--- src/rtl/video_hv_counter.sv ---
// video_hv_counter: horizontal/vertical raster counter with programmable line and
// frame totals, registered sync windows, a latched line interrupt and a frame strobe.
// HCO is the combinational line carry used to cascade further counter stages.
module video_hv_counter #(
  parameter int HBITS             = 9,
  parameter int VBITS             = 9,
  parameter int unsigned HTOT_RST = 511,
  parameter int unsigned VTOT_RST = 311
) (
  input  logic                                    CLK,
  input  logic                                    RESETL,
  input  logic                                    CE,
  input  logic                                    CLRL,
  input  logic                                    WRL,
  input  logic [2:0]                              ADDR,
  input  logic [((HBITS > VBITS) ? HBITS : VBITS)-1:0] DIN,
  input  logic                                    INTACK,
  output logic [HBITS-1:0]                        HCNT,
  output logic [VBITS-1:0]                        VCNT,
  output logic                                    HSYNCL,
  output logic                                    VSYNCL,
  output logic                                    HCO,
  output logic                                    LINE_INT,
  output logic                                    FRAME
);

  // Programmable registers
  logic [HBITS-1:0] htot_q, htot_d;
  logic [HBITS-1:0] hss_q,  hss_d;
  logic [HBITS-1:0] hse_q,  hse_d;
  logic [VBITS-1:0] vtot_q, vtot_d;
  logic [VBITS-1:0] vss_q,  vss_d;
  logic [VBITS-1:0] vse_q,  vse_d;
  logic [VBITS-1:0] intln_q, intln_d;

  // Counter and output state
  logic [HBITS-1:0] hcnt_q, hcnt_d;
  logic [VBITS-1:0] vcnt_q, vcnt_d;
  logic             hsync_q, hsync_d;
  logic             vsync_q, vsync_d;
  logic             line_int_q, line_int_d;
  logic             frame_q, frame_d;

  // Terminal-count decodes. The all-ones term catches a total written below the
  // current count so the counter still wraps instead of running away.
  logic h_end_s;
  logic v_end_s;
  logic line_end_s;

  assign h_end_s    = (hcnt_q == htot_q) || (hcnt_q == {HBITS{1'b1}});
  assign v_end_s    = (vcnt_q == vtot_q) || (vcnt_q == {VBITS{1'b1}});
  assign line_end_s = CLRL & CE & h_end_s;

  // Cascade carry is the plain equality against HTOT, qualified by the enable.
  assign HCO = CE & (hcnt_q == htot_q);

  // Horizontal and vertical counter next state with the frame strobe
  always_comb begin
    hcnt_d  = hcnt_q;
    vcnt_d  = vcnt_q;
    frame_d = 1'b0;
    if (!CLRL) begin
      hcnt_d = {HBITS{1'b0}};
      vcnt_d = {VBITS{1'b0}};
    end else if (CE) begin
      if (h_end_s) begin
        hcnt_d = {HBITS{1'b0}};
        if (v_end_s) begin
          vcnt_d  = {VBITS{1'b0}};
          frame_d = 1'b1;
        end else begin
          vcnt_d = vcnt_q + VBITS'(1);
        end
      end else begin
        hcnt_d = hcnt_q + HBITS'(1);
      end
    end else begin
      hcnt_d = hcnt_q;
      vcnt_d = vcnt_q;
    end
  end

  // Sync decode from the next-state count so the registered sync lines up with its count
  always_comb begin
    hsync_d = 1'b1;
    vsync_d = 1'b1;
    if (!CLRL) begin
      hsync_d = 1'b1;
      vsync_d = 1'b1;
    end else begin
      hsync_d = ~((hss_q <= hcnt_d) && (hcnt_d < hse_q));
      vsync_d = ~((vss_q <= vcnt_d) && (vcnt_d < vse_q));
    end
  end

  // Line interrupt latch: a set on this edge beats a concurrent acknowledge
  always_comb begin
    line_int_d = line_int_q;
    if (line_end_s && (vcnt_d == intln_q)) begin
      line_int_d = 1'b1;
    end else if (INTACK) begin
      line_int_d = 1'b0;
    end else begin
      line_int_d = line_int_q;
    end
  end

  // Register file write decode; compares this edge still see the old values
  always_comb begin
    htot_d  = htot_q;
    hss_d   = hss_q;
    hse_d   = hse_q;
    vtot_d  = vtot_q;
    vss_d   = vss_q;
    vse_d   = vse_q;
    intln_d = intln_q;
    if (!WRL) begin
      case (ADDR)
        3'd0:    htot_d  = DIN[HBITS-1:0];
        3'd1:    hss_d   = DIN[HBITS-1:0];
        3'd2:    hse_d   = DIN[HBITS-1:0];
        3'd3:    vtot_d  = DIN[VBITS-1:0];
        3'd4:    vss_d   = DIN[VBITS-1:0];
        3'd5:    vse_d   = DIN[VBITS-1:0];
        3'd6:    intln_d = DIN[VBITS-1:0];
        default: intln_d = intln_q;
      endcase
    end else begin
      intln_d = intln_q;
    end
  end

  // State registers with asynchronous reset
  always_ff @(posedge CLK or negedge RESETL) begin
    if (!RESETL) begin
      hcnt_q     <= {HBITS{1'b0}};
      vcnt_q     <= {VBITS{1'b0}};
      hsync_q    <= 1'b1;
      vsync_q    <= 1'b1;
      line_int_q <= 1'b0;
      frame_q    <= 1'b0;
      htot_q     <= HBITS'(HTOT_RST);
      hss_q      <= {HBITS{1'b0}};
      hse_q      <= {HBITS{1'b0}};
      vtot_q     <= VBITS'(VTOT_RST);
      vss_q      <= {VBITS{1'b0}};
      vse_q      <= {VBITS{1'b0}};
      intln_q    <= {VBITS{1'b0}};
    end else begin
      hcnt_q     <= hcnt_d;
      vcnt_q     <= vcnt_d;
      hsync_q    <= hsync_d;
      vsync_q    <= vsync_d;
      line_int_q <= line_int_d;
      frame_q    <= frame_d;
      htot_q     <= htot_d;
      hss_q      <= hss_d;
      hse_q      <= hse_d;
      vtot_q     <= vtot_d;
      vss_q      <= vss_d;
      vse_q      <= vse_d;
      intln_q    <= intln_d;
    end
  end

  assign HCNT     = hcnt_q;
  assign VCNT     = vcnt_q;
  assign HSYNCL   = hsync_q;
  assign VSYNCL   = vsync_q;
  assign LINE_INT = line_int_q;
  assign FRAME    = frame_q;

endmodule

--- config.mk ---
export PLATFORM = sky130hd
export DESIGN_NAME = video_hv_counter
export DESIGN_NICKNAME = d
export VERILOG_FILES = /design/src/rtl/video_hv_counter.sv
export SDC_FILE = /design/constraint.sdc
export NUM_CORES = 1
export LEC_CHECK = 0
export BUFFER_PORTS_ARGS = -buffer_cell sky130_fd_sc_hd__buf_2
export CAP_MARGIN = 5
export CORE_MARGIN = 2
export CORE_UTILIZATION = 45
export CTS_CLUSTER_SIZE = 30
export DETAILED_ROUTE_END_ITERATION = 12
export PLACE_DENSITY_LB_ADDON = 0.25
export SYNTH_ARGS = -nofsm -noshare
export SYNTH_HDL_FRONTEND = slang
export SYNTH_SLANG_ARGS = --single-unit
--- constraint.sdc ---
create_clock -name CLK -period 10.4 [get_ports CLK]
set_input_delay 0.52 -clock CLK [delete_from_list [all_inputs] [get_ports CLK]]
set_output_delay 0.52 -clock CLK [all_outputs]
set_load 0.01 [all_outputs]
==> summary.md, run 1 <==
| Metric | Value |
|---|---|
| Status | finished clean |
| Final setup violation count | 0 |
| DIE HEIGHT | 106 um |
| Area growth, synth to finish | 13.0% |
| Final net count | between 500 and 600 |
| DIE AREA | between 10000 and 15000 sq um |
| Main synth FF type | dfrtp_1 |
| P_sw | 0.244 mW |
| Clock share of power | just under 30% |
| Ant diodes | 0 |
| Worst reg2reg path endpoint | VSYNCL |
| Hold-fix buffers, CTS | 0 |
| R2R depth | 18 |
| Maximum clock rate | between 200 and 300 MHz |
| Clock skew | 0.00683 ns |
| CTS Root Cell | clkbuf_8 |
| Placeable Area | around 10000 sq um |
| Crit Path Max Fanout | 10 |
| Maximum VDD drop | between 0.00008 and 0.00009 V |
| Worst min path class | in2async |
| Vias/cell | 5.43 |
| Synthesized flop and latch total | between 80 and 90 |
| Post-synth top area cell | dfrtp_1 |
| Synthesized Nets | 480 |
| Share of flip-flops with an asynchronous set or reset | 100% |
| Final ANT Viol Nets | 0 |
| Worst Path Required | 10.68 ns |
| P_leak | around 2.5 nW |
| Starting density of the core | 45.9% |
| Sequential share of power | between 40% and 50% |
| Die width | ~110 um |
| Logic pwr share | a little over 20% |
| Period utilization | a little under two fifths |
| Internal | a little over 0.6 mW |
| RSZ-0062 raised after global routing | no |
| Post-Syn Area | ~4700 sq um |
| Max Cap Violations | 0 |
| Post-layout util | between 50% and 60% |
| Worst Setup End Kind | flip-flop |
| Post-CTS Resized | 0 |
| Routed wire per std cell | 17.8 um |
| CTS Sinks | 85 |
| Worst relative slew slack | ~18% |
| Element type at the critical path start | flip-flop |
| Worst Max-Slew Pin Slew | 1.22 ns |
| Power Dens Cells | 163 nW/um^2 |
| Number of buffers created by CTS | 9 |
| First-pass detailed-route iteration total | 6 |
| H-Tree Depth | 3 |
| Syn Area/Cell | approximately 11 sq um |
| Clk_lat worst skew | between 0.3 and 0.4 ns |
| Maximum clock path buffer count | 2 |
| GR Util All Layers | roughly 22% |
| CP arrival | about 4.2 ns |
| Area after DPL | between 5000 and 6000 sq um |
| Top post-synthesis cells by area | dfrtp_1 36%, ha_1 10%, dfstp_2 9.6% |
| Total negative setup slack | 0 ns |
| Final instance area | approximately 5300 sq um |
| # port buffers | 40 |
| First-pass GRT wire length | 18300 um |
| Reg2Reg Launch Point | VCNT[0] |
| Routability Congestion | 0.883 |
| Residual DRC | 0 |
| Hold slack final | approximately 0.13 ns |
| Total number of yosys warnings | 0 |
| Largest net degree at the start of global routing | 46 |
| Share of cells above drive strength 1 | approximately a quarter |
| Final WL | approximately 11000 um |
| Final Hold Fails | 0 |
| # rows | 37 |
| Post-synth EDFFs | 0 |
| Clock-pin slew on the worst setup and hold paths | about 0.090 ns |
| Post-DP HPWL | slightly above 8000 um |
| FILL cells | approximately 900 |
| Synth top area share | 36.4% |
| Vias in the first global route | between 3000 and 4000 |
| R2r setup slk | 6.48 ns |
| Max-slew violation count | 0 |
| Post-synthesis cell type count | between 40 and 50 |
| Sequential share of the synthesized area | between 40% and 50% |
| Initial antenna violation count | 0 |
| CTS tree | done |
| I/O pin count | roughly 40 |
| Critical Setup Path Class | reg2reg |
| Via count | between 3000 and 4000 |
| Post-CTS Repair Setup Buffers | 0 |
| Syn Inst Count | 424 |
| Fin crit period | ~3.9 ns |
| Iter 0 DRT Violations | approximately 150 |
| Sw Ratio | 28.3% |
| GRT overflow | 0 |
[how the worst max path moves through the flow]
stage | from | to
after floorplan | VCNT[0] | VSYNCL
after global placement | CE | VSYNCL
after detailed placement | VCNT[0] | VSYNCL
after CTS | VCNT[0] | VSYNCL
after global routing | VCNT[0] | VSYNCL
final | VCNT[0] | VSYNCL
[placed cells by master, fill, tap and decap left out, types with 9 or more instances in the layout]
master / count
buf_2: 39
dfrtp_1: 68
mux2_1: 15
inv_1: 39
o21ai_1: 14
dfstp_2: 17
nor3_1: 10
o21ai_0: 12
mux2_2: 30
xnor2_1: 15
nand4_1: 13
or3_1: 9
nand2_1: 36
ha_1: 38
clkbuf_8: 9
xor2_1: 19
[synth_stat cells (2+ instances only)]
cell,n
xor2_1,19
o21a_1,6
inv_2,2
clkbuf_1,5
o21ai_1,14
nand4_1,13
nand3_1,8
o21ai_2,5
nand2b_1,6
mux2_2,30
xnor2_1,15
dfstp_2,17
mux2_1,15
and3_1,2
a21oi_1,8
a21o_1,5
nor3_1,11
inv_1,39
nor2_1,8
mux2i_1,3
or3_1,9
ha_1,38
nor2b_1,2
nand2_1,36
a21boi_1,5
a211oi_1,4
o21ai_0,12
dfrtp_1,68
[layer usage]
metal,GRT usage [%],wire length [um]
met2,32.9,4990
met5,0,0
met4,8.83,247
met1,30.3,5280
met3,3.77,439
[power by group through the flow]
stage	Combinational, mW	Clock [mW]	Sequential (mW)
final	0.179	0.257	0.427
after global routing	0.205	0.276	0.435
after CTS	0.180	0.263	0.428
after detailed placement	0.179	0	0.434
after global placement	0.174	0	0.432
after floorplan	0.131	0	0.426
[layout make-up]
cell class                      instances  area, sq um  share of cell area (%)
Clock buffer                           10          128                    2.42
Timing Repair Buffer                   45          240                    4.55
Tap cell                              136          170                    3.22
Sequential cell                        85         2150                    40.7
Multi-Input combinational cell        292         2350                    44.5
Clock inverter                          6         87.6                    1.66
Inverter                               41          154                    2.92
[critical path, stage by stage (launching register included)]
cell      delay [ns]
dfrtp_1         0.47
ha_1            0.25
nand3_1         0.16
nor2_1          0.06
and3_1          0.18
ha_1            0.20
a41oi_4         0.33
nand2_2         0.17
o41ai_2         0.46
inv_1           0.10
ha_1            0.30
o21a_1          0.11
o21a_1          0.16
o21a_1          0.16
o21a_1          0.16
o21ai_1         0.11
nand2b_1        0.06
a211oi_1        0.23
o221ai_1        0.16
[sequential cells by signal, indices dropped and copies added (netlist names)]
register and cells:
intln_q 9, HSYNCL 1, LINE_INT 1, vse_q 9
VSYNCL 1, hss_q 9, vss_q 9, hse_q 9
FRAME 1, htot_q 9, HCNT 9, vtot_q 9
VCNT 9
[cell families (layout without fill, tap and decap cells)]
| family | count (synthesis) | in the layout | synth area share, % |
|---|---|---|---|
| buffers and inverters | 47 | 102 | 3.78 |
| adders and majority gates | 38 | 38 | 10.2 |
| xor gates and xnor gates | 34 | 34 | 6.38 |
| AOI/OAI and AO/OA | 69 | 69 | 10.7 |
| DFF | 85 | 85 | 46.0 |
| muxes | 48 | 48 | 11.5 |
| and+or+nand+nor | 103 | 103 | 11.4 |
[through the flow]
stage	std cells	worst slack (ns)	power [mW]
floorplan	424	6.80	0.557
global placement	599	6.61	0.606
detailed placement	599	6.52	0.613
CTS	615	6.51	0.871
global route	615	6.21	0.916
finish	615	6.48	0.863
Power figures use the tool's default switching activity.
==> run 2: changes to the inputs <==
==> constraint.sdc (replaced) <==
create_clock -name CLK -period 4.1 [get_ports CLK]
set_input_delay 0.205 -clock CLK [delete_from_list [all_inputs] [get_ports CLK]]
set_output_delay 0.205 -clock CLK [all_outputs]
set_load 0.01 [all_outputs]
==> run 2 against run 1 <==
Net effect:
- register-to-register slack got worse by 6.2 ns
- clock skew rose by 0.00088 ns
- sequential share of layout area fell by 0.72 points
- fmax rose by 2.9%
- largest power group unchanged
==> summary.md, run 2 (synthesis gave the netlist of run 1 again) <==
| Metric | Value |
|---|---|
| Iter 0 DRT Violations | between 150 and 200 |
| Max-slew violation count | 0 |
| Fin crit period | approximately 3.8 ns |
| Routed wire per std cell | about 17 um |
| Ant diodes | 0 |
| Worst relative slew slack | 31.1% |
| H-Tree Depth | 3 |
| Final ANT Viol Nets | 0 |
| Final Hold Fails | 0 |
| Reg2Reg Launch Point | VCNT[0] |
| Max Cap Violations | 0 |
| CTS Sinks | 85 |
| RSZ-0062 raised after global routing | no |
| Post-DP HPWL | 7880 um |
| Number of buffers created by CTS | 9 |
| Clk_lat worst skew | 0.36 ns |
| Most common cell after layout, fill and taps aside | dfrtp_1 |
| Initial antenna violation count | 0 |
| DIE AREA | ~11000 sq um |
| Clock-pin slew on the worst setup and hold paths | approximately 0.09 ns |
| CP arrival | 4.09 ns |
| Residual DRC | 0 |
| Worst Path Required | between 4 and 5 ns |
| Hold-fix buffers, CTS | 0 |
| Worst Setup SP | VCNT[0] |
| First-pass GRT wire length | ~18000 um |
| Routability Congestion | a little under 0.9 |
| Worst min path class | in2async |
| Final WL | ~11000 um |
| Final net count | 540 |
| Area growth, synth to finish | 15.1% |
| First-pass detailed-route iteration total | 4 |
| DIE HEIGHT | about 110 um |
| Share of cells above drive strength 1 | between 20% and 30% |
| Maximum VDD drop | roughly 0.00019 V |
| P_leak | 2.56 nW |
| CTS Root Cell | clkbuf_8 |
| GR Util All Layers | between 20% and 30% |
| FILL cells | about 940 |
| Vias/cell | between 5 and 6 |
| Total power | 2.22 mW |
| Maximum clock rate | between 200 and 300 MHz |
| Total negative setup slack | 0 ns |
| Element type at the critical path start | flip-flop |
| Vias in the first global route | roughly 3500 |
| Clock skew | slightly below 0.008 ns |
| R2R depth | 19 |
| Power Dens Cells | between 400 and 500 nW/um^2 |
| Die width | about 110 um |
| CTS tree | done |
| Largest net degree at the start of global routing | 86 |
| Placeable Area | 10200 sq um |
| # port buffers | 40 |
| Worst Max-Slew Pin Slew | ~1.0 ns |
| Final setup violation count | 0 |
| Worst Setup End Kind | flip-flop |
| Crit Path Max Fanout | 7 |
| Status | finished clean |
| Most frequent cells in the layout | 67 x dfrtp_1, 39 x inv_1, 39 x buf_2, 38 x ha_1, 36 x nand2_1 |
| Critical Setup Path Class | reg2reg |
| Via count | 3347 |
| # rows | 37 |
| I/O pin count | slightly above 40 |
| Starting density of the core | between 40 and 50% |
| GRT overflow | 0 |
| Post-layout util | between 50% and 60% |
| Maximum clock path buffer count | 2 |
| Period utilization | 92.9% |
==> run 2: per-stage QoR <==
| stage | cell area (sq um) | worst slack [ns] | hold slack, ns | std cells |
|---|---|---|---|---|
| 6_report | 5380 | 0.292 | 0.0171 | 625 |
| 5_1_grt | 5380 | 0.0227 | 0.0238 | 625 |
| 4_1_cts | 5300 | 0.220 | 0.0154 | 616 |
| 3_5_place_dp | 5070 | 0.275 | 0.407 | 600 |
| 3_3_place_gp | 5070 | 0.369 | 0.405 | 600 |
| 2_1_floorplan | 4670 | 0.498 | -0.0906 | 424 |
==> run 2: worst paths after layout <==
| path | endpoint | slack [ns] |
|---|---|---|
| worst max-delay path | VSYNCL | 0.29 |
| worst min-delay path | hse_q[6] | 0.02 |
| worst max register to register | VSYNCL | 0.29 |
| worst min register to register | hse_q[0] | 0.50 |
| max in group asynchronous | VCNT[0] | 3.36 |
| min in group CLK | LINE_INT | 0.03 |
==> run 2: repair_timing <==
item,4_1_cts,5_1_grt
hold endpoints to repair,0,0
resized for setup,0,1
endpoints found under the setup margin,0,1
buffers inserted,0,9
==> run 2: final cells by class <==
type                            count  area (sq um)  area share [%]
Clock buffer                       10           138            2.56
Timing Repair Buffer               55           328            6.10
Sequential cell                    85          2150            40.0
Inverter                           41           154            2.86
Clock inverter                      6          86.3            1.61
Multi-Input combinational cell    292          2350            43.7
Tap cell                          136           170            3.16
==> run 2: power by group <==
| group | internal, mW | leakage [nW] | switching [mW] |
|---|---|---|---|
| sequential | 1.01 | 1.03 | 0.0810 |
| clock | 0.359 | 0.112 | 0.322 |
| combinational | 0.223 | 1.42 | 0.229 |
| total | 1.59 | 2.56 | 0.632 |
==> run 2: routing by layer <==
| metal | track usage (%) | vias to the layer above | routed length, um |
|---|---|---|---|
| li1 | - | 1606 | - |
| met1 | 29.3 | 1661 | 5160 |
| met2 | 33.3 | 65 | 5070 |
| met3 | 4.39 | 15 | 460 |
| met4 | 6.30 | 0 | 187 |
| met5 | 0 | - | 0 |
==> run 2: critical path, cell delays in order, from the launching register on <==
cell	delay, ns
dfrtp_2	0.45
ha_1	0.22
nand3_1	0.15
nor2_1	0.07
and3_1	0.18
ha_1	0.20
a41oi_4	0.28
and2_1	0.21
mux2i_1	0.08
nand2b_1	0.18
ha_1	0.31
nor2b_1	0.13
o21a_1	0.16
o21a_1	0.17
o21a_1	0.18
o21a_1	0.17
o21ai_1	0.11
nand2b_1	0.06
a211oi_1	0.26
o221ai_1	0.16
==> run 3: changes to the inputs <==
--- a/config.mk
+++ b/config.mk
@@ -7,8 +7,10 @@
 export LEC_CHECK = 0
 export BUFFER_PORTS_ARGS = -buffer_cell sky130_fd_sc_hd__buf_2
 export CAP_MARGIN = 5
+export CELL_PAD_IN_SITES_DETAIL_PLACEMENT = 0
+export CELL_PAD_IN_SITES_GLOBAL_PLACEMENT = 2
 export CORE_MARGIN = 2
-export CORE_UTILIZATION = 45
+export CORE_UTILIZATION = 40
 export CTS_CLUSTER_SIZE = 30
 export DETAILED_ROUTE_END_ITERATION = 12
 export PLACE_DENSITY_LB_ADDON = 0.25
==> run 3 against run 2 <==
Net effect:
- sequential share of layout area is 0.32 points lower
- hold slack gained 0.033 ns
- largest cell class unchanged
- critical endpoint unchanged
- sequential cell count stayed put
- highest routed layer unchanged
- clock power grew 30%
==> summary.md, run 3 (synthesis gave the netlist of run 1 again) <==
| Metric | Value |
|---|---|
| Maximum clock path buffer count | 2 |
| Total negative setup slack | 0 ns |
| Via count | 3265 |
| Hold-fix buffers, CTS | 0 |
| Routed wire per std cell | roughly 19 um |
| Number of buffers created by CTS | 9 |
| Worst reg2reg path endpoint | VSYNCL |
| Worst relative slew slack | about 27% |
| DIE AREA | about 13000 sq um |
| Vias in the first global route | 3396 |
| Most frequent cells in the layout | 68 x dfrtp_1, 39 x inv_1, 39 x buf_2, 38 x ha_1, 36 x nand2_1 |
| DIE HEIGHT | approximately 110 um |
| WP buf/inv | 2 |
| R2R depth | 19 |
| Final ANT Viol Nets | 0 |
| Most common cell on crit path | o21a_1 |
| Final Hold Fails | 0 |
| GR Util All Layers | roughly a fifth |
| Iter 0 DRT Violations | 150 |
| Residual DRC | 0 |
| Largest net degree at the start of global routing | between 80 and 90 |
| Status | finished clean |
| Worst path slowest cell | dfrtp_1 |
| Worst Setup End Kind | flip-flop |
| Maximum VDD drop | ~0.00023 V |
| Element type at the critical path start | flip-flop |
| Worst Path Required | roughly 4.4 ns |
| Post-CTS Repair Setup Buffers | 0 |
| Clock skew | around 0.0053 ns |
| Final WL | roughly 12000 um |
| H-Tree Depth | 3 |
| Reg2Reg Launch Point | VCNT[1] |
| Routability Congestion | between 0.7 and 0.8 |
| Slowest stage delay, CP | between 0.4 and 0.5 ns |
| Max Cap Violations | 0 |
| Layout Cells excl Fill | roughly 620 |
| Crit-path cells | ha_1 > nand3_1 > nor2_1 > and3_1 > ha_1 > a41oi_4 > buf_4 > nand2_2 > o41ai_2 > inv_1 > ha_1 > o21a_1 > o21a_1 > o21a_1 > o21a_1 > o21ai_1 > nand2b_1 > a211oi_1 > o221ai_1 |
| Critical Setup Path Class | reg2reg |
| Max-slew violation count | 0 |
| Placeable Area | roughly 11000 sq um |
| Area after DPL | 5080 sq um |
| Starting density of the core | between 40% and 50% |
| Area growth, synth to finish | 16.0% |
| R2r setup slk | between 0.2 and 0.3 ns |
| Post-layout util | between 40 and 50% |
| Crit Path Max Fanout | 7 |
| # rows | 39 |
| Crit path max-delay family | compound AO/OA/AOI/OAI gates |
| Pre-CTS setup slack | 0.308 ns |
| Worst path depth | 19 |
| CTS tree | done |
| P_leak | about 2.6 nW |
| Vias/cell | 5.24 |
| First-pass GRT wire length | about 19000 um |
| GRT overflow | 0 |
| Clock-pin slew on the worst setup and hold paths | roughly 0.060 ns |
| Final instance area | 5420 sq um |
| Most common cell after layout, fill and taps aside | dfrtp_1 |
| Initial antenna violation count | 0 |
| Hold path startpoint | INTACK |
| Power Dens Cells | roughly 450 nW/um^2 |
| Placed insts | between 600 and 700 |
| Period utilization | 93.0% |
| Die width | 112 um |
| I/O pin count | slightly above 40 |
| RSZ-0062 raised after global routing | no |
| Post-DP HPWL | 8480 um |
| Worst Max-Slew Pin Slew | ~1.1 ns |
| Final setup margin | around 0.29 ns |
| # port buffers | 40 |
| Share of cells above drive strength 1 | a little over a quarter |
| Clk_lat worst skew | 0.33 ns |
| Maximum clock rate | ~260 MHz |
| Final setup violation count | 0 |
| Ant diodes | 0 |
| CP arrival | 4.06 ns |
| First-pass detailed-route iteration total | 4 |
| Worst Setup SP | VCNT[1] |
| CTS Root Cell | clkbuf_16 |
| CTS Sinks | between 80 and 90 |
| Worst min path class | in2reg |
| Setup crit end | VSYNCL |
| Final net count | 531 |
| Fin crit period | about 3.8 ns |
-- run 3: cell types whose count changed in the layout (fill, tap and decap cells not counted) --
cell / before / now
clkbuf_16: 0 / 9
buf_4: 15 / 7
clkbuf_8: 10 / 2
nor3_1: 10 / 8
nor3_2: 1 / 3
buf_12: 1 / 0
clkbuf_1: 0 / 1
clkinv_4: 1 / 0
clkinvlp_4: 1 / 0
dfrtp_1: 67 / 68
dfrtp_2: 1 / 0
-- run 3: worst min-delay path by stage --
stage / cells after the start / slack (ns) / end
after global routing: 2 / 0.06 / LINE_INT
final: 2 / 0.05 / LINE_INT
after global placement: 2 / 0.39 / LINE_INT
after floorplan: 0 / -0.09 / FRAME
after detailed placement: 2 / 0.40 / LINE_INT
after CTS: 2 / 0.04 / LINE_INT
-- run 3: final cells by class --
type                            instances  area [sq um]
Clock buffer                           12           256
Sequential cell                        85          2150
Clock inverter                          4          70.1
Inverter                               41           154
Multi-Input combinational cell        292          2360
Fill cell                            1087          6000
Tap cell                              143           179
Timing Repair Buffer                   46           248
-- run 3: metal layers --
layer	vias to the layer above	track usage (%)	wire [um]
met1	1618	30.5	6250
met3	8	3.56	393
met5	-	0	0
li1	1587	-	-
met2	52	28.9	4940
met4	0	4.72	116
-- run 3: where the power goes --
| part | switching [mW] | total [mW] | leakage [nW] | internal (mW) |
|---|---|---|---|---|
| Sequential | 0.0809 | 1.09 | 1.04 | 1.01 |
| Combinational | 0.235 | 0.455 | 1.37 | 0.220 |
| Clock | 0.323 | 0.888 | 0.163 | 0.565 |
-- run 3: stage by stage --
stage                     hold WS (ns)  total power, mW
after floorplan                -0.0906             1.41
after global placement           0.393             1.54
after detailed placement         0.398             1.56
after CTS                       0.0446             2.46
after global routing            0.0578             2.57
final                           0.0498             2.43
-- run 3: what timing repair did --
action,in CTS,in global routing
gates resized for setup,0,1
setup endpoints to repair,0,1
endpoints found under the hold margin,0,0
